`config.mk`:
```
export PLATFORM = sky130hd
export DESIGN_NAME = dial_div_coprocessor
export DESIGN_NICKNAME = d
export VERILOG_FILES = /design/src/rtl/dial_div_coprocessor.sv
export SDC_FILE = /design/constraint.sdc
export NUM_CORES = 1
export LEC_CHECK = 0
export ABC_AREA = 1
export CORE_MARGIN = 2
export CORE_UTILIZATION = 50
export CTS_CLUSTER_SIZE = 14
export DETAILED_ROUTE_END_ITERATION = 8
export GPL_ROUTABILITY_DRIVEN = 1
export GPL_TIMING_DRIVEN = 1
export PLACE_DENSITY = 0.73
export SLEW_MARGIN = 20
export SYNTH_ARGS = -nofsm -noshare
export SYNTH_HDL_FRONTEND = slang
export SYNTH_SLANG_ARGS = --single-unit
```
`constraint.sdc`:
```
create_clock -name clk -period 3.68 [get_ports clk]
set_input_delay 0.736 -clock clk [delete_from_list [all_inputs] [get_ports clk]]
set_output_delay 0.736 -clock clk [all_outputs]
set_load 0.02 [all_outputs]
```
`src/rtl/dial_div_coprocessor.sv`:
```
// dial_div_coprocessor: tracks a dial position modulo DIAL_SIZE from signed
// rotation words and counts zero landings two ways. Count A counts rotations
// that end on zero; count B counts every click that passes onto zero. Each
// rotation is resolved by a fixed-latency restoring divider.
//
// Handshake: a word transfers on the rising edge where din_valid and
// din_ready are both high. din_ready is high only in IDLE with clear low.
// The sender holds din_valid and din until the transfer. dout_valid is a
// one-cycle pulse in the cycle the committed results first appear on dout.
module dial_div_coprocessor #(
   parameter int          WIDTH_DIN     = 128,
   parameter int          WIDTH_DOUT    = 128,
   parameter int          WIDTH_COMPUTE = 32,
   parameter int unsigned DIAL_SIZE     = 100,
   parameter int unsigned DIAL_START    = 50
) (
   input  logic                  clk,
   input  logic                  rst,
   input  logic [WIDTH_DIN-1:0]  din,
   input  logic                  din_valid,
   output logic                  din_ready,
   input  logic                  clear,
   input  logic [2:0]            sel,
   output logic [WIDTH_DOUT-1:0] dout,
   output logic                  dout_valid,
   output logic [7:0]            viz_position,
   output logic [7:0]            viz_count,
   output logic [1:0]            state_dbg
);

   localparam int W  = WIDTH_COMPUTE;
   localparam int CW = $clog2(W + 1);
   localparam logic [W:0]    N_EXT    = (W+1)'(DIAL_SIZE);
   localparam logic [W-1:0]  N_W      = W'(DIAL_SIZE);
   localparam logic [W-1:0]  START    = W'(DIAL_START);
   localparam logic [CW-1:0] LAST_BIT = CW'(W);

   typedef enum logic [1:0] {S_IDLE, S_LOAD, S_DIV, S_DONE} state_t;

   state_t               state, state_nxt;
   logic [WIDTH_DIN-1:0] last_din;
   logic [W-1:0]         p, count_a, count_b, last_hits;
   logic [W:0]           qs;        // dividend shifting out, quotient shifting in
   logic [W-1:0]         rem;       // partial remainder, always < N
   logic [CW-1:0]        cnt;

   logic [W-1:0] r, m, b, rem_w, new_p;
   logic         r_neg, ge, accept;
   logic [W:0]   s, trial, rem_nxt;

   assign state_dbg = state;
   assign din_ready = (state == S_IDLE) && !clear;
   assign accept    = din_valid && din_ready;

   // Rotation decode: magnitude and the mirrored base for negative turns,
   // so both directions reduce to counting multiples of N in b + |r|.
   always_comb begin
      r     = last_din[W-1:0];
      r_neg = r[W-1];
      m     = r_neg ? (~r + W'(1)) : r;
      b     = r_neg ? ((p == '0) ? '0 : (N_W - p)) : p;
      s     = {1'b0, b} + {1'b0, m};
   end

   // One restoring-division step and the final position mapping.
   always_comb begin
      trial   = {rem, qs[W]};
      ge      = (trial >= N_EXT);
      rem_nxt = ge ? (trial - N_EXT) : trial;
      rem_w   = rem;
      new_p   = r_neg ? ((rem_w == '0) ? '0 : (N_W - rem_w)) : rem_w;
   end

   // Control state register.
   always_ff @(posedge clk or negedge rst) begin
      if (!rst) state <= S_IDLE;
      else      state <= state_nxt;
   end

   // Next-state logic; clear aborts any operation back to IDLE.
   always_comb begin
      state_nxt = state;
      case (state)
         S_IDLE: if (accept) state_nxt = S_LOAD;
         S_LOAD: state_nxt = S_DIV;
         S_DIV:  if (cnt == LAST_BIT) state_nxt = S_DONE;
         S_DONE: state_nxt = S_IDLE;
         default: state_nxt = S_IDLE;
      endcase
      if (clear) state_nxt = S_IDLE;
   end

   // Datapath: capture, divider iteration and result commit.
   always_ff @(posedge clk or negedge rst) begin
      if (!rst) begin
         last_din   <= '0;
         p          <= START;
         count_a    <= '0;
         count_b    <= '0;
         last_hits  <= '0;
         qs         <= '0;
         rem        <= '0;
         cnt        <= '0;
         dout_valid <= 1'b0;
      end else if (clear) begin
         p          <= START;
         count_a    <= '0;
         count_b    <= '0;
         last_hits  <= '0;
         dout_valid <= 1'b0;
      end else begin
         dout_valid <= 1'b0;
         case (state)
            S_IDLE: if (accept) last_din <= din;
            S_LOAD: begin
               qs  <= s;
               rem <= '0;
               cnt <= '0;
            end
            S_DIV: begin
               qs  <= {qs[W-1:0], ge};
               rem <= rem_nxt[W-1:0];
               cnt <= cnt + CW'(1);
            end
            S_DONE: begin
               p          <= new_p;
               count_a    <= count_a + W'(new_p == '0);
               count_b    <= count_b + qs[W-1:0];
               last_hits  <= qs[W-1:0];
               dout_valid <= 1'b1;
            end
            default: ;
         endcase
      end
   end

   // Result select, zero-extended to the output width.
   always_comb begin
      dout = '0;
      case (sel)
         3'd0:    dout = WIDTH_DOUT'(last_din);
         3'd1:    dout = WIDTH_DOUT'(p);
         3'd2:    dout = WIDTH_DOUT'(count_a);
         3'd3:    dout = WIDTH_DOUT'(count_b);
         3'd4:    dout = WIDTH_DOUT'(last_hits);
         default: dout = WIDTH_DOUT'(count_b);
      endcase
   end

   assign viz_position = p[7:0];
   assign viz_count    = count_a[7:0];

endmodule

```
* After elaboration in Yosys (flattened, before gate mapping)
Cells that the tools add are included. W data, S select, Z words.
Storage, ports and cells: input bits 135, register bits after elaboration 330, word-level logic and storage cells 67, output and inout port bits 148
Operators by class: mux-type cells 24, add/subtract/negate cells 8, equality and inequality tests 9, reduce and logical (&&, ||, !) cells 13, bitwise gates (word level) 2, magnitude comparators 1
Operators with widths (count):
- $pmux W128 S4 | 1
- $mux W32 | 14
- $logic_not A32 Y1 | 3
- $pmux W33 S2 | 1
- $pmux W32 S2 | 1
- $sub A7 B32 Y32 const A | 2
- $add A32 B32 Y33 | 1
- $ge A33 B7 Y1 const B | 1
- $add A32 B1 Y32 | 1
- $add A32 B1 Y32 const B | 1
- $add A32 B32 Y32 | 1
- $not A32 Y32 | 1
- $sub A32 B7 Y32 const B | 1
- $pmux W6 S2 | 1
- $pmux W2 S4 | 1
- $add A6 B1 Y6 const B | 1
- $eq A6 B6 Y1 const B | 1
- $mux W2 | 3
- $ne A3 B3 Y1 const B | 2
- $eq A2 B2 Y1 const B | 2
- $reduce_and A2 Y1 | 2
- $reduce_bool A2 Y1 | 2
- $eq A3 B1 Y1 const B | 1
- $eq A3 B2 Y1 const B | 1
- other kinds (9) | 11

* Longest topological paths before layout
word-level depth 7, depth in mapped cells 30, gate-level depth less buffers 30

* Worst setup path before layout
Ideal clock, no wire load.
path type register to register, start point reg rem[1], end point reg count_a[22], required time 3.561 ns, period minus slack after synthesis 3.304 ns, setup time 0.119 ns, path buffers 0, slack 0.376 ns, arrival time 3.185 ns, stages on the path, launching flop included 28, cells stage by stage dfrtp_1 -> inv_1 -> ha_1 -> nand2_1 -> nand2_1 -> nand2_1 -> nand2_1 -> nand2_1 -> nand2_1 -> xor2_1 -> nor2_1 -> nand2_1 -> nor2_1 -> nand2_1 -> nor2_1 -> ha_1 -> ha_1 -> nand3_2 -> nor3_4 -> nand3_2 -> nor2_4 -> nand2_4 -> nor2_4 -> nand3_2 -> nor2_1 -> nand2_1 -> nand2_1 -> nor2_1
Between the ends: word-level cells in the longest chain between the ends 7, elaborated cells between the ends (all ways) 8, classes of those cells 2 x add/sub; 4 x mux; 2 x reduce/logical
Ends and longest elaborated chain:
- start: declaration | RTL line 44 | logic [W-1:0] rem;
- start signal: assignment | RTL line 122 | rem <= rem_nxt[W-1:0];
- $sub A7 B32 Y32 or $logic_not A32 Y1 (tied branches) | RTL line 71 | new_p = r_neg ? ((rem_w == '0) ? '0 : (N_W - rem_w)) : rem_w;
- $mux W32 | RTL line 71
- $mux W32 (*) | RTL line 71
- $logic_not A32 Y1 (*) | RTL line 127 | count_a <= count_a + W'(new_p == '0);
- $add A32 B1 Y32 (*) | RTL line 127
- $mux W32 (*) | RTL line 113 | case (state)
- $mux W32 (*) | RTL line 105 | end else if (clear) begin
- end signal: assignment | RTL line 127
- end: declaration | RTL line 42 | logic [W-1:0] p, count_a, count_b, last_hits;
Mark *: on every way between the ends. The rest lies on a longest branch, timed or not. The select of a mux whose other input is x is not followed. A chain may end at the register's enable or synchronous reset.

* Worst setup path in the final report
start point reg rem[1], end point reg count_a[19]
Same word-level chain as after synthesis.

==> insert_results.sql <==
INSERT INTO impl_metrics (metric_group, metric, value, unit) VALUES
('grt', 'wire_length_of_the_first_global_routing_pass', '137000', 'um'),
('timing', 'timing_max_transition_violations_final', '0', ''),
('yosys', 'yosysTopAreaCell', 'dfrtp_1', ''),
('yosys', 'synth-edff-count', '0', ''),
('timing', 'worst_clock_skew', '31.7', 'ps'),
('detailed_routing', 'length_of_the_first_detailed_routing_pass_in_iterations', '8', ''),
('grt', 'grt.overflow.total', '0', ''),
('outcome', 'violations_in_the_final_reports', 'DRC', ''),
('timing', 'worst_slew_margin_rel', '0.406', ''),
('finish', 'leading_cell_types_in_the_layout_fill_and_taps_excluded', 'nand2_1 (600), nor2_1 (440), inv_1 (402), dfrtp_1 (315), buf_4 (283)', ''),
('critical_path', 'data_arrival_time_of_the_critical_path', '4110', 'ps'),
('floorplan', 'ioPinCount', '283', ''),
('critical_path', 'cp_slowest_cell', 'dfrtp_1', ''),
('timing', 'setup_violations', '0', ''),
('clock_network', 'cts_tree', 'done', ''),
('yosys', 'seq_area_frac_synth', '0.375', ''),
('grt', 'grt_pass1_vias', '23800', ''),
('detailed_routing', 'wl_per_cell', '21.4', 'um'),
('clock_network', 'clk_latency', '580', 'ps'),
('job', 'max_cap_viols', '0', ''),
('clock_network', 'cts_num_sinks', '330', ''),
('yosys', 'synth_top_cells_by_area', 'dfrtp_1 (37%), nand2_1 (11%), nor2_1 (8.2%), inv_1 (6.9%), a21oi_1 (5.9%)', ''),
('yosys', 'synth.lib_cells_used.distinct', '52', ''),
('yosys', 'synth-seq-cells', '330', ''),
('floorplan', 'floorplan.rows', '76', ''),
('timing', 'final_tns_setup', '0', 'ps'),
('yosys', 'postSynth.asyncResetShare', '1.00', ''),
('clock_network', 'clk_pin_slew', '70', 'ps'),
('critical_path', 'startpoint_type', 'register', ''),
('timing', 'worstMarginPinSlew', '891', 'ps'),
('clock_network', 'postCtsHoldBufs', '0', ''),
('detailed_routing', 'drt_wl_total', '91000', 'um'),
('detailed_routing', 'vias_per_cell', '5.74', ''),
('yosys', 'synth-main-ff-cell', 'dfrtp_1', ''),
('detailed_routing', 'drt.antenna.violating_nets', '0', ''),
('yosys', 'syn-instance-count', '3128', ''),
('yosys', 'synth.top_cell.area_share', '0.371', ''),
('yosys', 'synth_warnings', '0', ''),
('place', 'buffer_ports.inserted', '282', ''),
('timing', 'grt_setup_unrepaired', 'true', ''),
('grt', 'largest_net_degree_at_the_start_of_global_routing', '97', ''),
('finish', 'final_cell_count_no_fill', '4250', ''),
('floorplan', 'core_box_area', '43300', 'um^2'),
('finish', 'area_growth', '35.4', '%'),
('power_and_ir_drop', 'peakVddDrop', '0.933', 'mV'),
('power_and_ir_drop', 'power.static_leakage', '0.0156', 'uW'),
('floorplan', 'floorplan.initialDensity', '0.510', ''),
('yosys', 'syn_std_cell_area', '22100', 'um^2'),
('place', 'gp_congestion', '1.02', ''),
('critical_path', 'setup_crit_end_kind', 'register', ''),
('grt', 'global_route.usage.total', '0.383', ''),
('timing', 'clock.fmax', '273', 'MHz'),
('power_and_ir_drop', 'p_total', '32100', 'uW'),
('critical_path', 'worst_ep_required_time', '4130', 'ps'),
('clock_network', 'cts.root.buffer_cell', 'clkbuf_16', ''),
('critical_path', 'path_max_fanout', '4', ''),
('floorplan', 'die_area', '45800', 'um^2'),
('critical_path', 'criticalPathCategory', 'reg -> reg', ''),
('yosys', 'synthesis.nets', '3342', ''),
('worst_hold_path', 'hold_class', 'in -> async', ''),
('floorplan', 'chipHeight', '214', 'um'),
('outcome', 'run_status', 'finished, violations left', ''),
('grt', 'antenna_found_initial', '7', ''),
('place', 'placed_cells_incl_taps', '4132', ''),
('timing', 'finalWorstPathRequiredPeriod', '3660', 'ps'),
('floorplan', 'die-width', '214', 'um'),
('critical_path', 'path_common_cell', 'nand2_2', ''),
('clock_network', 'h-tree-depth', '2', ''),
('detailed_routing', 'drc', '2', ''),
('detailed_routing', 'drt_initial_violations', '2799', ''),
('timing', 'min_period_over_period', '0.995', ''),
('critical_path', 'critical-path-max-stage-delay', '400', 'ps'),
('finish', 'post_route_cells_drive_above_1_share', '0.170', ''),
('place', 'place_ws', '-478', 'ps'),
('finish', 'mostFrequentLayoutCell', 'nand2_1', ''),
('clock_network', 'number_of_buffers_created_by_cts', '40', ''),
('yosys', 'synth.avg_cell_area', '7.05', 'um^2'),
('place', 'dpl.hpwl', '69500', 'um'),
('power_and_ir_drop', 'power_per_cell_area', '1080', 'nW/um^2'),
('detailed_routing', 'num_vias', '24400', ''),
('clock_network', 'clock_tree.buffer_depth', '3', ''),
('finish', 'final_nets', '3841', ''),
('timing', 'timing_hold_violations_final', '0', ''),
('timing', 'final_critical_path_setup_slack', '18.4', 'ps');
critical path: cells and delay by family, from the launching register on:
kind / cells / cell delay (ps)
adders and majority gates: 2 / 380
and+or+nand+nor: 20 / 2120
xor gates and xnor gates: 1 / 170
DFF: 1 / 400
buffers and inverters: 5 / 440
per-stage QoR:
stage	util	area [um^2]	hold WS, ps
4_1_cts	0.666	28800	241
3_3_place_gp	0.629	27200	494
3_5_place_dp	0.629	27200	504
6_report	0.690	29900	195
5_1_grt	0.690	29800	260
2_1_floorplan	-	22100	440
cell type report:
cell class / instances / area, um^2
diodes: 8 / 20.0
clock buffers: 55 / 1160
clock inverters: 17 / 110
fillers: 3551 / 13400
inverters: 423 / 1590
multi-input cells: 2244 / 12500
flip-flops and latches: 330 / 8280
well taps: 585 / 732
repair buffers: 587 / 5470
repair inverters: 1 / 6.26
registers in the layout (all words and copies together), names as in the netlist:
name,count
cnt,6
state_dbg,2
dout_valid,1
count_a,32
qs,33
rem,32
last_din,128
count_b,32
last_hits,32
p,32
synth_stat cells (5+ instances only):
library cell / n
o21bai_1: 20
o21ai_1: 17
o22ai_1: 106
mux2_2: 5
nand3_1: 137
o211ai_1: 6
o21a_1: 6
nand2_2: 7
buf_1: 20
a21o_1: 5
xor2_1: 95
inv_2: 14
o31ai_1: 8
o221ai_1: 11
nand4_1: 42
o21ai_0: 137
nor2_2: 13
ha_1: 77
nor2_1: 480
nor3_1: 45
xnor2_1: 24
nand2_1: 647
a21oi_1: 258
dfrtp_1: 327
nor2_4: 9
buf_2: 17
buf_4: 17
a221oi_1: 32
nor4_1: 14
inv_1: 408
nand3b_1: 5
clkbuf_1: 74
cells by family (layout without fill, tap and decap cells):
kind of cell	count (synthesis)	after routing	synth area share
flops	330	330	0.375
simple gates	1414	1414	0.267
compound gates	627	627	0.163
xor+xnor	119	119	0.0473
other cells	0	8	0
mux	5	5	0.00255
fa+ha+maj	79	79	0.0455
buf+inv	554	1083	0.0992
repair_timing:
item,CTS,global route
gates resized for setup,64,229
endpoints found under the setup margin,158,141
pin swaps,12,57
gates cloned,1,0
buffers inserted,10,29
power by group:
| part | switching [uW] | total, uW | internal [uW] |
|---|---|---|---|
| clock network | 1680 | 3890 | 2210 |
| logic | 13600 | 22500 | 8920 |
| registers | 915 | 5680 | 4760 |
| total | 16200 | 32100 | 15900 |
path summary, 6_finish.rpt:
kind	startpoint	end	slack (ps)	cells after the start
max in group asynchronous	rst	last_din[69]	2450	2
setup / recovery	rem[1]	count_a[19]	20	28
min in group clk	last_din[125]	last_din[125]	510	2
setup reg to reg	rem[1]	count_a[19]	20	28
hold reg to reg	last_din[125]	last_din[125]	510	2
hold / removal	rst	count_b[8]	190	1
layer usage:
layer  up-vias  routed length, um  global-route usage
li1      11200                  -                   -
met1     11600              35800               0.492
met2      1325              42100               0.623
met3       244               8220              0.0658
met4         0               4920               0.197
met5         -                  0                   0
No activity file was read; power rests on OpenSTA's default activity.
